<file path="src/rtl/ctrl_pkg.sv">
// Shared types and encodings for the multicycle main controller.
// ALUOp codes must match the ALU decoder that expands them.
package ctrl_pkg;

  typedef enum logic [2:0] {
    S_IDLE   = 3'd0,
    S_FETCH  = 3'd1,
    S_DECODE = 3'd2,
    S_EXEC   = 3'd3,
    S_MEM    = 3'd4,
    S_WB     = 3'd5,
    S_TRAP   = 3'd6
  } state_e;

  localparam logic [6:0] OP_R      = 7'b0110011;
  localparam logic [6:0] OP_I      = 7'b0010011;
  localparam logic [6:0] OP_LOAD   = 7'b0000011;
  localparam logic [6:0] OP_STORE  = 7'b0100011;
  localparam logic [6:0] OP_BRANCH = 7'b1100011;
  localparam logic [6:0] OP_JAL    = 7'b1101111;
  localparam logic [6:0] OP_JALR   = 7'b1100111;

  localparam logic [1:0] ALUOP_ADD  = 2'b00;
  localparam logic [1:0] ALUOP_BR   = 2'b01;
  localparam logic [1:0] ALUOP_RI   = 2'b10;
  localparam logic [1:0] ALUOP_JUMP = 2'b11;

  localparam logic [1:0] PCSRC_PLUS4 = 2'b00;
  localparam logic [1:0] PCSRC_REL   = 2'b01;
  localparam logic [1:0] PCSRC_JALR  = 2'b10;

  localparam logic [1:0] WBSEL_ALU = 2'b00;
  localparam logic [1:0] WBSEL_MEM = 2'b01;

  localparam logic [1:0] SRCB_RS2  = 2'b00;
  localparam logic [1:0] SRCB_IMM  = 2'b01;
  localparam logic [1:0] SRCB_FOUR = 2'b10;

  typedef struct packed {
    logic       mem_req;
    logic       mem_write;
    logic       ir_write;
    logic       pc_write;
    logic [1:0] pc_src;
    logic       reg_write;
    logic [1:0] wb_sel;
    logic       alu_src_a;
    logic [1:0] alu_src_b;
    logic [1:0] alu_op;
    logic       illegal;
  } ctrl_t;

  function automatic logic op_legal(input logic [6:0] op);
    case (op)
      OP_R, OP_I, OP_LOAD, OP_STORE, OP_BRANCH, OP_JAL, OP_JALR: op_legal = 1'b1;
      default:                                                 op_legal = 1'b0;
    endcase
  endfunction

endpackage

</file>
<file path="src/rtl/main_decoder.sv">
// Combinational control-word decode from the current state and latched opcode.
// Only FETCH/MEM look at MemReady and only branch EXEC looks at BranchCond.
module main_decoder
  import ctrl_pkg::*;
(
  input  state_e     state_i,
  input  logic [6:0] opcode_q_i,
  input  logic       branch_cond_i,
  input  logic       mem_ready_i,
  output ctrl_t      ctrl_o
);

  always_comb begin
    ctrl_o = '0;
    case (state_i)
      S_FETCH: begin
        ctrl_o.mem_req  = 1'b1;
        ctrl_o.ir_write = mem_ready_i;
      end
      S_EXEC: begin
        case (opcode_q_i)
          OP_R: begin
            ctrl_o.alu_op    = ALUOP_RI;
            ctrl_o.alu_src_b = SRCB_RS2;
          end
          OP_I: begin
            ctrl_o.alu_op    = ALUOP_RI;
            ctrl_o.alu_src_b = SRCB_IMM;
          end
          OP_LOAD, OP_STORE: begin
            ctrl_o.alu_op    = ALUOP_ADD;
            ctrl_o.alu_src_b = SRCB_IMM;
          end
          OP_BRANCH: begin
            ctrl_o.alu_op    = ALUOP_BR;
            ctrl_o.alu_src_b = SRCB_RS2;
            ctrl_o.pc_write  = 1'b1;
            ctrl_o.pc_src    = branch_cond_i ? PCSRC_REL : PCSRC_PLUS4;
          end
          OP_JAL, OP_JALR: begin
            ctrl_o.alu_op    = ALUOP_JUMP;
            ctrl_o.alu_src_a = 1'b1;
            ctrl_o.alu_src_b = SRCB_FOUR;
          end
          default: ctrl_o = '0;
        endcase
      end
      S_MEM: begin
        ctrl_o.mem_req   = 1'b1;
        ctrl_o.mem_write = (opcode_q_i == OP_STORE);
        // a store retires here, so the PC advances on the completing cycle
        ctrl_o.pc_write  = (opcode_q_i == OP_STORE) && mem_ready_i;
        ctrl_o.pc_src    = PCSRC_PLUS4;
      end
      S_WB: begin
        ctrl_o.reg_write = 1'b1;
        ctrl_o.pc_write  = 1'b1;
        ctrl_o.wb_sel    = (opcode_q_i == OP_LOAD) ? WBSEL_MEM : WBSEL_ALU;
        case (opcode_q_i)
          OP_JAL:  ctrl_o.pc_src = PCSRC_REL;
          OP_JALR: ctrl_o.pc_src = PCSRC_JALR;
          default: ctrl_o.pc_src = PCSRC_PLUS4;
        endcase
      end
      S_TRAP:  ctrl_o.illegal = 1'b1;
      default: ctrl_o = '0;
    endcase
  end

endmodule

</file>
<file path="src/rtl/main_controller.sv">
// Multicycle main control unit: state register, latched opcode, retire counter
// and next-state logic; the control word itself comes from main_decoder.
module main_controller
  import ctrl_pkg::*;
#(
  parameter int CNT_W = 32
) (
  input  logic             clk,
  input  logic             reset,
  input  logic [6:0]       Opcode,
  input  logic             BranchCond,
  input  logic             MemReady,
  output logic             MemReq,
  output logic             MemWrite,
  output logic             IRWrite,
  output logic             PCWrite,
  output logic [1:0]       PCSrc,
  output logic             RegWrite,
  output logic [1:0]       WBSel,
  output logic             ALUSrcA,
  output logic [1:0]       ALUSrcB,
  output logic [1:0]       ALUOp,
  output logic             Illegal,
  output logic [CNT_W-1:0] RetireCount,
  output logic [2:0]       State
);

  state_e           state_q, state_d;
  logic [6:0]       opcode_q, opcode_d;
  logic [CNT_W-1:0] cnt_q, cnt_d;
  logic             retire_d;
  ctrl_t            ctrl_s;

  main_decoder u_dec (
    .state_i       (state_q),
    .opcode_q_i    (opcode_q),
    .branch_cond_i (BranchCond),
    .mem_ready_i   (MemReady),
    .ctrl_o        (ctrl_s)
  );

  // The IR is written on the FETCH completion edge, so the opcode is captured
  // on the edge leaving DECODE and classified from that same value.
  always_comb begin
    state_d  = state_q;
    opcode_d = opcode_q;
    retire_d = 1'b0;
    case (state_q)
      S_IDLE:  state_d = S_FETCH;
      S_FETCH: state_d = MemReady ? S_DECODE : S_FETCH;
      S_DECODE: begin
        opcode_d = Opcode;
        state_d  = op_legal(Opcode) ? S_EXEC : S_TRAP;
      end
      S_EXEC: begin
        case (opcode_q)
          OP_R, OP_I, OP_JAL, OP_JALR: state_d = S_WB;
          OP_LOAD, OP_STORE:           state_d = S_MEM;
          OP_BRANCH: begin
            state_d  = S_FETCH;
            retire_d = 1'b1;
          end
          default: state_d = S_TRAP;
        endcase
      end
      S_MEM: begin
        if (!MemReady) begin
          state_d = S_MEM;
        end else if (opcode_q == OP_STORE) begin
          state_d  = S_FETCH;
          retire_d = 1'b1;
        end else begin
          state_d = S_WB;
        end
      end
      S_WB: begin
        state_d  = S_FETCH;
        retire_d = 1'b1;
      end
      S_TRAP:  state_d = S_TRAP;
      default: state_d = S_IDLE;
    endcase
    cnt_d = retire_d ? cnt_q + {{(CNT_W-1){1'b0}}, 1'b1} : cnt_q;
  end

  always_ff @(posedge clk or posedge reset) begin
    if (reset) begin
      state_q  <= S_IDLE;
      opcode_q <= 7'd0;
      cnt_q    <= '0;
    end else begin
      state_q  <= state_d;
      opcode_q <= opcode_d;
      cnt_q    <= cnt_d;
    end
  end

  assign MemReq      = ctrl_s.mem_req;
  assign MemWrite    = ctrl_s.mem_write;
  assign IRWrite     = ctrl_s.ir_write;
  assign PCWrite     = ctrl_s.pc_write;
  assign PCSrc       = ctrl_s.pc_src;
  assign RegWrite    = ctrl_s.reg_write;
  assign WBSel       = ctrl_s.wb_sel;
  assign ALUSrcA     = ctrl_s.alu_src_a;
  assign ALUSrcB     = ctrl_s.alu_src_b;
  assign ALUOp       = ctrl_s.alu_op;
  assign Illegal     = ctrl_s.illegal;
  assign RetireCount = cnt_q;
  assign State       = state_q;

endmodule

</file>
<file path="config.mk">
export PLATFORM = sky130hd
export DESIGN_NAME = main_controller
export DESIGN_NICKNAME = d
export VERILOG_FILES = /design/src/rtl/ctrl_pkg.sv /design/src/rtl/main_decoder.sv /design/src/rtl/main_controller.sv
export SDC_FILE = /design/constraint.sdc
export NUM_CORES = 1
export LEC_CHECK = 0
export CAP_MARGIN = 40
export CORE_MARGIN = 3
export CORE_UTILIZATION = 48
export DETAILED_ROUTE_END_ITERATION = 10
export GPL_TIMING_DRIVEN = 0
export PLACE_DENSITY_LB_ADDON = 0.25
export RECOVER_POWER = 50
export SLEW_MARGIN = 20
export SYNTH_ARGS = -nofsm -noshare
export SYNTH_HDL_FRONTEND = slang
export SYNTH_SLANG_ARGS = --single-unit
</file>
<file path="constraint.sdc">
create_clock -name clk -period 2.14 [get_ports clk]
set_input_delay 0.428 -clock clk [delete_from_list [all_inputs] [get_ports clk]]
set_output_delay 0.428 -clock clk [all_outputs]
set_load 0.1 [all_outputs]
</file>
==> flow_summary_export.csv, run 1 <==
group,metric,value,unit
status,status,"did not finish",
status,stop_stage,"clock tree synthesis",
status,error,"[ERROR DPL-0038] Utilization greater than 100%, impossible to legalize",
synth,synth_ff_type,"dfrtp_1",
clock_network,numCtsBuffers,5,
synth,ys_types,44,
clock_network,cts_hold_buf,0,
synth,syn_area,0.00219,mm2
floorplanning,die_y,73.6,um
synth,yosysTopAreaCellShare,0.479,
synth,yosys_warnings,0,
clock_network,ctsRootBufferMaster,"clkbuf_8",
synth,synth_xor_xnor_area_share,0.124,
synth,synth_top_cell_by_area,"dfrtp_1",
synth,synth_edf_count,0,
synth,synth.avg_cell_area,10.1,um2
synth,async_flop_share,1.00,
floorplanning,design.portCount,61,
synth,synth_mux_area_frac,0.0308,
synth,synth_simple_gate_area_frac,0.257,
synth,synth_nets,229,
synth,synth_commonest_cells,"dfrtp_1, xnor2_1, nand4_1",
clock_network,cts_resized,63,
placement,gp_congestion,0.830,
synth,ys_ff_latch,42,
clock_network,postCtsSetupRepairBufs,36,
placement,portBuffers,59,
synth,ys_seq_area_frac,0.479,
placement,dp_hpwl,5860,um
synth,ys_top_cells_by_area,"dfrtp_1, xnor2_1, nand4_1",
synth,synth-compound-area-share,0.0604,
clock_network,htree_levels,2,
floorplanning,rows,23,
synth,synth_top_family_by_area,"simple AND/OR/NAND/NOR gates",
clock_network,cts_sinks,42,
synth,synth_most_common_cell,"dfrtp_1",
synth,synthAdderAreaFrac,0.00570,
synth,netlist_instances,217,
floorplanning,chipWidth,73.6,um
clock_network,clock_path_buffers,2,
floorplanning,start_util,0.522,
kinds of logic after synthesis:
logic type | Yosys count
muxes | 6
xor gates and xnor gates | 31
buffers and inverters | 20
other | 1
AOI/OAI and AO/OA | 18
DFF | 42
adders and majority gates | 1
and+or+nand+nor | 98
per-stage QoR:
stage                     hold slack, ns  setup WS (ns)  area, um2  utilization  std cells
after floorplan                    0.503         -0.587       2470            -        217
after global placement             0.457          -1.33       3130        0.744        326
after detailed placement           0.470         -0.888       3880        0.924        376
==> inputs of run 2 (changes only) <==
--- a/config.mk
+++ b/config.mk
@@ -7,10 +7,10 @@
 export LEC_CHECK = 0
 export CAP_MARGIN = 40
 export CORE_MARGIN = 3
-export CORE_UTILIZATION = 48
+export CORE_UTILIZATION = 40
 export DETAILED_ROUTE_END_ITERATION = 10
 export GPL_TIMING_DRIVEN = 0
-export PLACE_DENSITY_LB_ADDON = 0.25
+export PLACE_DENSITY_LB_ADDON = 0.15
 export RECOVER_POWER = 50
 export SLEW_MARGIN = 20
 export SYNTH_ARGS = -nofsm -noshare
==> flow_summary_export.csv, run 2 <==
group,metric,value,unit
grt,grt_pass1_wl,11400,um
pwr,p_comb_frac,0.625,
final_layout,largest_reg_flops,32,
clock_network,worstSkewPairLatency,0.29,ns
final_layout,drive_above_1_share,0.496,
floorplanning,core_area,0.00520,mm2
synth,ys_top_cells_by_area,"dfrtp_1, xnor2_1, nand4_1",
run,maxCapViolCount,0,
grt,antenna_found_initial,0,
pwr,sequentialPowerShare,0.247,
synth,syn_area,0.00219,mm2
synth,yosys_warnings,0,
critical_path,path_common_cell,"buf_6",
floorplanning,rows,26,
final_layout,final_cell_mix,"clkdlybuf4s50_1, buf_8, buf_4, xnor2_1, dfrtp_1",
synth,ys_ff_latch,42,
placement,gp_congestion,0.868,
final_layout,diodes,0,
critical_path,crit_path_start_kind,"register",
drt,wirelength,7210,um
clock_network,cts_sinks,42,
floorplanning,start_util,0.422,
final_layout,area_growth,99.8,%
grt,track_usage,0.228,
pwr,p_per_area,1070,mW/mm2
clock_network,clock_path_buffers,2,
timing,rsz0062_at_grt,"true",
timing,setup_violations,32,
synth,ys_types,44,
status,violations,"setup timing",
critical_path,arrival,2.15,ns
final_layout,fillCellCount,266,
drt,via_per_inst,5.17,
critical_path,path_buf_inv,5,
pwr,irDropWorstVdd,0.000952,V
critical_path,cp-end-kind,"output port",
critical_path,worstSetupPathType,"register to output port",
clock_network,tritoncts,"yes",
critical_path,cp-startpoint,"opcode_q[3]",
drt,wl_per_cell,17.0,um
synth,netlist_instances,217,
final_layout,fin_util,0.842,
drt,drc,0,
timing,max_slew.worst_pin.slew,0.715,ns
synth,synth_edf_count,0,
clock_network,numCtsBuffers,5,
clock_network,ctsRootBufferMaster,"clkbuf_8",
synth,synth_most_common_cell,"dfrtp_1",
worst_hold_path,hp-class,"register to register",
synth,yosysTopAreaCellShare,0.479,
critical_path,ff2ff_setup_slack,-0.13,ns
synth,synth_ff_type,"dfrtp_1",
synth,synth_commonest_cells,"dfrtp_1, xnor2_1, nand4_1",
floorplanning,die_y,80.1,um
critical_path,max_stage_delay,0.48,ns
timing,slew_headroom,0.523,
critical_path,rr_endpoint,"RetireCount[22]",
critical_path,endpoint,"PCWrite",
clock_network,path_clk_slew,0.07,ns
final_layout,final_common_cell,"clkdlybuf4s50_1",
grt,first_global_vias,2282,
pwr,p_leak,0.00186,uW
critical_path,reg2reg_from,"opcode_q[3]",
critical_path,crit_family,"buffers and inverters",
timing,hold_viol,0,
pwr,switching_share,0.458,
critical_path,cp_cell_sequence,"buf_6, buf_6, or2_4, o41ai_4, a31oi_4, inv_2, buf_12, buf_16",
floorplanning,dieArea,0.00641,mm2
final_layout,fin_nets,364,
critical_path,required,1.71,ns
drt,drt_pass1_iterations,4,
timing,fmax,0.388,GHz
drt,drt-initial-drc-count,73,
critical_path,crit_fanout,5,
timing,drv_slew,0,
pwr,p_int,2550,uW
timing,period_needed,2.57,ns
timing,fin_worst_skew,0.00241,ns
critical_path,cp_slowest_cell,"o41ai_4",
timing,fin_ws,-0.435,ns
floorplanning,design.portCount,61,
grt,grt_max_degree,24,
floorplanning,chipWidth,80.1,um
status,status,"finished with violations",
synth,synth.avg_cell_area,10.1,um2
drt,drtAntennaViolNets,0,
placement,portBuffers,59,
synth,synth_top_cell_by_area,"dfrtp_1",
timing,fin_crit_sh,1.20,
placement,dp_hpwl,4700,um
placement,preCtsSetupSlack,-0.969,ns
synth,async_flop_share,1.00,
clock_network,htree_levels,2,
grt,grt.overflow.total,0,
drt,vias,2188,
critical_path,rr_worst_depth,10,
pwr,clkPwrFrac,0.128,
synth,ys_seq_area_frac,0.479,
synth,synth_nets,229,
pwr,switchingPower,2160,uW
critical_path,crit_cells,8,
==> run 2: per-layer routing <==
metal / vias to the layer above / share of wire / GRT usage
met5: - / 0 / 0
met4: 0 / 0.036 / 0.0963
met3: 21 / 0.038 / 0.0471
met2: 66 / 0.52 / 0.395
met1: 1066 / 0.40 / 0.274
li1: 1035 / - / -
==> run 2: power groups by stage <==
| stage | registers (uW) | logic, uW | clock network, uW |
|---|---|---|---|
| final | 1160 | 2950 | 604 |
| after global routing | 1180 | 3090 | 658 |
| after CTS | 1150 | 2690 | 622 |
| after detailed placement | 1200 | 2290 | 0 |
| after global placement | 1190 | 1910 | 0 |
| after floorplan | 1640 | 1050 | 0 |
==> run 2: cells by family (layout without fill, tap and decap cells) <==
logic type,Yosys count,in the layout,share of synthesized area
buf+inv,20,156,0.0416
other cells,1,1,0.00171
simple gates,98,98,0.257
xor+xnor,31,31,0.124
mux,6,6,0.0308
fa+ha+maj,1,1,0.00570
flops,42,42,0.479
compound gates,18,18,0.0604
==> run 2: what timing repair did <==
action / CTS / global route
gates resized for setup: 49 / 18
gates cloned: 0 / 0
endpoints found under the setup margin: 45 / 34
pin swaps: 9 / 16
hold endpoints to repair: 0 / 0
setup buffers: 20 / 15
hold buffers: 0 / 0
==> run 2: area by class of cell <==
class / count / area, um2 / area share
inverters: 11 / 45.0 / 0.0103
clock inverters: 1 / 30.0 / 0.00685
multi-input cells: 155 / 1390 / 0.316
flip-flops and latches: 42 / 1100 / 0.251
plain buffers: 6 / 77.6 / 0.0177
well taps: 70 / 87.6 / 0.0200
repair buffers: 131 / 1580 / 0.361
clock buffers: 7 / 76.3 / 0.0174
==> run 2: worst min-delay path by stage <==
stage | startpoint | endpoint | slack [ns] | depth (start not counted)
2_1_floorplan | opcode_q[0] | opcode_q[0] | 0.50 | 1
3_3_place_gp | RetireCount[31] | RetireCount[31] | 0.46 | 1
3_5_place_dp | RetireCount[31] | RetireCount[31] | 0.46 | 1
4_1_cts | reset | State[1] | 0.47 | 2
5_1_grt | RetireCount[16] | RetireCount[16] | 0.49 | 1
6_report | RetireCount[31] | RetireCount[31] | 0.47 | 1
==> run 2: through the flow <==
stage / hold WS [ns] / TNS [ns] / total power [uW] / instances / instance area, um2
4_1_cts: 0.472 / -1.15 / 4460 / 413 / 4240
3_5_place_dp: 0.460 / -10.28 / 3490 / 396 / 3920
6_report: 0.471 / -2.98 / 4710 / 423 / 4380
3_3_place_gp: 0.457 / -24.06 / 3100 / 346 / 3150
5_1_grt: 0.487 / -6.50 / 4930 / 423 / 4380
2_1_floorplan: 0.503 / -7.06 / 2690 / 217 / 2470
Power figures use the tool's default switching activity.
